--- src/rtl/mux_nto1_rr.sv ---
// mux_nto1_rr: N-to-1 registered mux, fixed-select or round-robin; MUX_NTO1_XFER_CNT_EN adds xfer_cnt
module mux_nto1_rr #(
  parameter int WIDTH = 8,
  parameter int N = 4,
  parameter int SELW = 2
) (
  input  logic               clk,
  input  logic               rst,
  input  logic [N*WIDTH-1:0] in_data,
  input  logic [N-1:0]       in_valid,
  output logic [N-1:0]       in_ready,
  input  logic               mode,
  input  logic [SELW-1:0]    sel,
  output logic [WIDTH-1:0]   out_data,
  output logic               out_valid,
  input  logic               out_ready,
  output logic [SELW-1:0]    out_chan
`ifdef MUX_NTO1_XFER_CNT_EN
  ,output logic [15:0]       xfer_cnt
`endif
);
  logic [WIDTH-1:0] data_q, data_d;
  logic [SELW-1:0]  chan_q, chan_d, ptr_q, ptr_d, gidx;
  logic             valid_q, valid_d, found, can_load, grant;
  always_comb begin
    found = 1'b0;
    gidx = '0;
    if (mode) begin
      for (int i = N - 1; i >= 0; i--) begin
        if (in_valid[(int'(ptr_q) + i) % N]) begin
          found = 1'b1;
          gidx = SELW'((int'(ptr_q) + i) % N);
        end
      end
    end else begin
      gidx = sel;
      for (int i = 0; i < N; i++) begin
        if (sel == SELW'(i) && in_valid[i]) found = 1'b1;
      end
    end
    can_load = !rst && (!valid_q || out_ready);
    grant = found && can_load;
    for (int i = 0; i < N; i++) in_ready[i] = grant && gidx == SELW'(i);
    data_d = rst ? '0 : grant ? in_data[int'(gidx)*WIDTH +: WIDTH] : data_q;
    chan_d = rst ? '0 : grant ? gidx : chan_q;
    valid_d = !rst && (grant || (valid_q && !out_ready));
    ptr_d = rst ? '0 : (grant && mode) ? SELW'((int'(gidx) + 1) % N) : ptr_q;
  end
  always_ff @(posedge clk) begin
    data_q <= data_d;
    chan_q <= chan_d;
    valid_q <= valid_d;
    ptr_q <= ptr_d;
  end
  assign out_data = data_q;
  assign out_chan = chan_q;
  assign out_valid = valid_q;
`ifdef MUX_NTO1_XFER_CNT_EN
  logic [15:0] cnt_q, cnt_d;
  always_comb cnt_d = rst ? '0 : (valid_q && out_ready) ? cnt_q + 16'd1 : cnt_q;
  always_ff @(posedge clk) cnt_q <= cnt_d;
  assign xfer_cnt = cnt_q;
`endif
endmodule

--- config.mk ---
export PLATFORM = sky130hd
export DESIGN_NAME = mux_nto1_rr
export DESIGN_NICKNAME = d
export VERILOG_FILES = /design/src/rtl/mux_nto1_rr.sv
export SDC_FILE = /design/constraint.sdc
export NUM_CORES = 1
export LEC_CHECK = 0
export CAP_MARGIN = 20
export CORE_MARGIN = 2
export CORE_UTILIZATION = 36
export DETAILED_ROUTE_END_ITERATION = 6
export HOLD_SLACK_MARGIN = 0.15
export PLACE_DENSITY = 0.75
export SYNTH_ARGS = -nofsm -noshare
export SYNTH_HDL_FRONTEND = slang
export SYNTH_SLANG_ARGS = --single-unit
--- constraint.sdc ---
create_clock -name clk -period 1.9 [get_ports clk]
set_input_delay 0.285 -clock clk [delete_from_list [all_inputs] [get_ports clk]]
set_output_delay 0.285 -clock clk [all_outputs]
set_load 0.02 [all_outputs]
Yosys cells after proc, flatten, opt, wreduce, memory -nomap -nowiden
Index checks and enable logic that the tools add are counted.
{"block": "classes", "reduce_logical": 23, "eq_ne": 6, "div_mod_pow": 0, "n_bitwise": 3, "n_mul": 0, "order_cmp": 4, "add_sub_neg": 4, "shift": 1, "n_mux": 25}
{"cell": "indexed part select 32 x 6 -> 8 bit", "count": 1}
{"cell": "two-way mux 1 bit", "count": 16}
{"cell": "logical AND 1 bit", "count": 13}
{"cell": "less-than comparator 3 x 4 -> 1 bit (second input constant)", "count": 3}
{"cell": "two-way mux 2 bit", "count": 5}
{"cell": "binary-select mux 1 bit (select 2 bit)", "count": 4}
{"cell": "equality test 2 bit (second input constant)", "count": 4}
{"cell": "OR reduction 2 bit", "count": 3}
{"cell": "adder 2 x 1 -> 2 bit (second input constant)", "count": 2}
{"cell": "adder 2 bit (second input constant)", "count": 2}
{"cell": "equality test 2 x 1 -> 1 bit (second input constant)", "count": 2}
{"cell": "logical NOT 2 bit", "count": 2}
{"cell": "AND 1 bit (first input constant)", "count": 3}
{"cell": "logical NOT 1 bit", "count": 3}
{"cell": "less-than comparator 2 x 3 -> 1 bit (second input constant)", "count": 1}
{"cell": "logical OR 1 bit", "count": 2}
{"block": "word_totals", "output_inout_bits": 15, "reg_bits": 13, "mem_bits_ro": 0, "mem_count": 0, "latchBits": 0, "in_bits": 42, "wordCells": 70, "ramBits": 0}

Logic depth before layout (Yosys ltp)
{"block": "logic_depth", "ltp_word": 14, "ltp_mapped": 9}

Least setup slack after synthesis
Ideal clock, no wire load.
{"block": "synth_path", "kind": "reg-to-output", "from": "reg ptr_q[1]", "to": "out in_ready[2]", "t_required_ps": 1615, "t_arrival_ps": 2086, "path_stages_with_launch": 9, "setup_slack_ps": -471, "cell_sequence": "dfxtp_1 -> buf_6 -> nand4bb_4 -> and2_4 -> buf_6 -> a31o_1 -> buf_6 -> buf_6 -> nor4_1"}
{"block": "synth_between", "elab_chain_cells": 11, "elab_cells_between_ends": 27}
{"element": "from (decl)", "line_no": "23", "source": "logic [SELW-1:0] chan_q, chan_d, ptr_q, ptr_d, gidx;"}
{"element": "from (signal assigned)", "line_no": "53", "source": "ptr_q <= ptr_d;"}
{"element": "adder 2 bit", "line_no": "30, 32"}
{"element": "binary-select mux 1 bit (select 2 bit)", "line_no": "30", "source": "if (in_valid[(int'(ptr_q) + i) % N]) begin"}
{"element": "two-way mux 1 bit (not written as such) (2 in series)", "line_no": "30"}
{"element": "two-way mux 2 bit or two-way mux 1 bit (tied branches) (4 in series)", "line_no": "30"}
{"element": "two-way mux 2 bit or two-way mux 1 bit (tied branches)", "line_no": "28", "source": "if (mode) begin"}
{"element": "equality test 2 bit or logical AND 1 bit (tied branches)", "line_no": "43, 42"}
{"element": "logical AND 1 bit (*)", "line_no": "43", "source": "for (int i = 0; i < N; i++) in_ready[i] = grant && gidx == SELW'(i);"}
{"element": "to (decl)", "line_no": "11", "source": "output logic [N-1:0] in_ready,"}
Mark *: on every way between the ends. The rest lies on a longest branch, timed or not. The select of a mux whose other input is x is not followed.

Final worst setup path
{"block": "layout_path", "from": "reg ptr_q[0]", "to": "out in_ready[3]"}
The elaborated chain is that of the path after synthesis.

==> summary.md <==
| Metric | Value |
|---|---|
| Area growth syn-to-layout | 102.3% |
| Quantity of hold-fixing buffers added after cts | 0 |
| Number of buffers added by the clock tree synthesis step | 3 |
| Placeable core region | 0.003053 sq mm |
| Critical Path End Type | primary output |
| HPWL after detailed placement | 3396 um |
| # fillers | 227 |
| Final antenna diode count | 0 |
| Buffer type at the clock tree root | sky130_fd_sc_hd__clkbuf_4 |
| Highest-count cells in the layout ignoring fill and taps | 46 x sky130_fd_sc_hd__buf_4, 44 x sky130_fd_sc_hd__clkdlybuf4s50_1, 11 x sky130_fd_sc_hd__nor2_1 |
| Post-layout nets | 290 |
| Number of placed I/O pins | 57 |
| Worst hold-check path type | register to register |
| Total routing usage reported by global routing | 0.2689 |
| Critical path required time | 1.62 ns |
| DRC violation count after routing | 0 |
| Setup repair after global routing missed its margin | yes |
| Number of enable flip-flop cells after synthesis | 0 |
| Chip height | 60.61 um |
| Hold Path Stages | 2 |
| Commonest non-fill, non-tap cell in the layout | sky130_fd_sc_hd__buf_4 |
| Maximum count of clock buffers along a single path | 2 |
| Standard-cell rows | 20 |
| Leakage power total | 0.9515 nW |
| Hold Path Origin | out_chan[1] |
| Gate count after technology mapping | 147 |
| Largest area contributor in the synthesized netlist | sky130_fd_sc_hd__dfxtp_1 |
| Critical Path Start Type | register |
| Arrival time at the worst endpoint | 1.79 ns |
| Critical path origin | ptr_q[0] |
| Number of buffer cells added on primary ports | 56 |
| Final core utilization | 0.7643 |
| CTS tree | yes |
| Share of the cycle needed by the critical path after routing | 1.091 |
| Failing checks | setup timing |
| First-pass GRT wire length | 7383 um |
| Distinct cell type count after synthesis | 44 |
| Net count of the mapped netlist | 189 |
| Initial cell density of the core | 0.3779 |
| Synth Warn # | 0 |
| Final count of pins violating max slew | 0 |
| Worst path slowest cell | sky130_fd_sc_hd__a2111oi_4 |
| Global placement routability congestion | 0.9698 |
| Part of the Yosys area used for sequential elements | 0.2256 |
| Vias per cell | 5.553 |
| Starting DRT DRC Count | 81 |
| Crit-path max cell delay | 0.46 ns |
| Crit path time final | 2.073 ns |
| Summed instance area of the synthesized netlist | 0.001154 sq mm |
| Total overflow reported by the global router | 0 |
| Largest net degree at the start of global routing | 13 |
| Die width | 60.61 um |
| Routed wire per std cell | 16.98 um |
| Cell chain of the critical path | nor2b_4 > a2111oi_4 > nor3_4 > nor4_4 > buf_4 |
| Antenna violation net count after detailed routing | 0 |
| Primary flip-flop cell chosen by synthesis mapping | sky130_fd_sc_hd__dfxtp_1 |
| Number of antenna violations at the first check in global routing | 0 |
| Worst hold slack after final layout | 0.4660 ns |
| Max cap viols | 0 |
| Worst hold path endpoint | out_chan[1] |
| Tightest slew margin relative to the limit | 0.6775 |
| Number of failing setup endpoints in the final timing report | 8 |
| WL final | 4942 um |
| Number of cells on the worst reg-to-reg path | 8 |
| Area share of the largest cell type after synthesis | 0.2256 |
| Max VDD drop | 0.3864 mV |
| Worst slack at placement | -1.046 ns |
| PnR worst setup slack | -0.1730 ns |
| Vias | 1616 |
| Origin of the critical flop-to-flop path | ptr_q[0] |
| Number of synthesized register bits | 13 |
| Vias in the first global route | 1602 |
| Status | complete, but fails checks |
| Measured slew at the worst slew-check pin | 0.4838 ns |
| Critical path class | register to primary output |
| Power per cell area | 532.0 mW/mm^2 |
| Non-filler cells, final | 291 |
| H-tree depth reported by CTS | 1 |
| Placed cell count | 279 |
| Clock Sinks | 13 |
| Highest achievable clock rate | 0.4824 GHz |
| Clock-pin slew on the worst setup and hold paths | 0.08 ns |
| Share of flip-flops with an asynchronous set or reset | 0 |
| Synth area leaders | sky130_fd_sc_hd__dfxtp_1 23%, sky130_fd_sc_hd__nor2b_1 5.4%, sky130_fd_sc_hd__a31oi_1 4.3% |
| Synthesized area divided by synthesized cell count | 7.848 sq um |
| Die ar. | 0.003673 sq mm |
| Clk_lat worst skew | 0.29 ns |
| Worst reg2reg setup slack | -0.15 ns |
| Critical path fanouts, max | 4 |
| DR pass1 iterations | 4 |
| R2r endpoint | out_data[6] |
| Final Hold Vio Count | 0 |
| Share of post-route cells with drive strength above 1 | 0.4170 |
| Worst Clk Skew | 0.0008689 ns |
## worst max-delay path: cells and delay by family (launching register included)
kind                   cells  cell delay [ns]
AOI/OAI and AO/OA          1             0.46
and+or+nand+nor            3             0.45
DFF                        1             0.40
buffers and inverters      1             0.19
## state kept, by name (all words and copies together) (netlist names)
signal,cells
out_valid,1
ptr_q,2
out_data,8
out_chan,2
## final cells by class
type,count,area (sq um),share of cell area
Clock buffer,4,26.28,0.01126
Timing Repair Buffer,108,952.2,0.4080
Tap cell,44,55.05,0.02359
Inverter,3,11.26,0.004826
Multi-Input combinational cell,119,1020,0.4370
Sequential cell,13,269.0,0.1153
## synthesized netlist by cell type (all sizes together), types with 2 or more instances
master / instances
o31ai: 4
nor4b: 2
nand4: 4
inv: 3
o21ai: 3
nor2b: 10
and3: 3
nor3: 4
nor2: 12
buf: 7
nand3: 7
nor3b: 4
dfxtp: 13
clkbuf: 5
a221o: 4
nand2: 10
a31oi: 8
o211ai: 4
a211oi: 2
nor4: 4
and2: 2
o221ai: 5
mux2: 8
a21oi: 5
## what timing repair did
action | 4_1_cts | 5_1_grt
pin swaps | 10 | 15
gates resized for setup | 77 | 17
setup endpoints to repair | 15 | 8
buffers inserted | 3 | 12
## how the worst max path moves through the flow
stage                        endpoint  cells past startpoint
after floorplan           out_data[1]                      9
after global placement    in_ready[2]                      7
after detailed placement  in_ready[2]                      8
after CTS                 in_ready[2]                      5
after global routing      in_ready[3]                      5
final                     in_ready[3]                      5
## metal layers
layer,global-route usage,wire length (um),vias up
li1,-,-,773
met1,0.3346,2097,766
met2,0.4793,2473,64
met3,0.04051,243,13
met4,0.07764,127,0
met5,0,0,-
## power by group
part	switching [mW]	leakage, nW	internal, mW
registers	0.0261	0.110	0.315
logic	0.320	0.827	0.400
clock network	0.0985	0.0150	0.0818
total	0.444	0.952	0.797
## logic make-up after synthesis
family,after synthesis,synth area share
multiplexers,9,0.09001
AND/OR/NAND/NOR,68,0.3417
XOR/XNOR,1,0.007594
AO/OA/AOI/OAI,41,0.2581
flip-flops,13,0.2256
buffers and inverters,15,0.07700
## per-stage QoR
| step | setup TNS (ns) | power (mW) | cell area, sq um |
|---|---|---|---|
| floorplan | -0.3315 | 0.6634 | 1222 |
| global placement | -9.808 | 0.9557 | 2093 |
| detailed placement | -10.35 | 0.9681 | 2093 |
| CTS | -1.108 | 1.199 | 2267 |
| global route | -1.433 | 1.308 | 2333 |
| finish | -1.048 | 1.241 | 2333 |
Power figures use the tool's default switching activity.
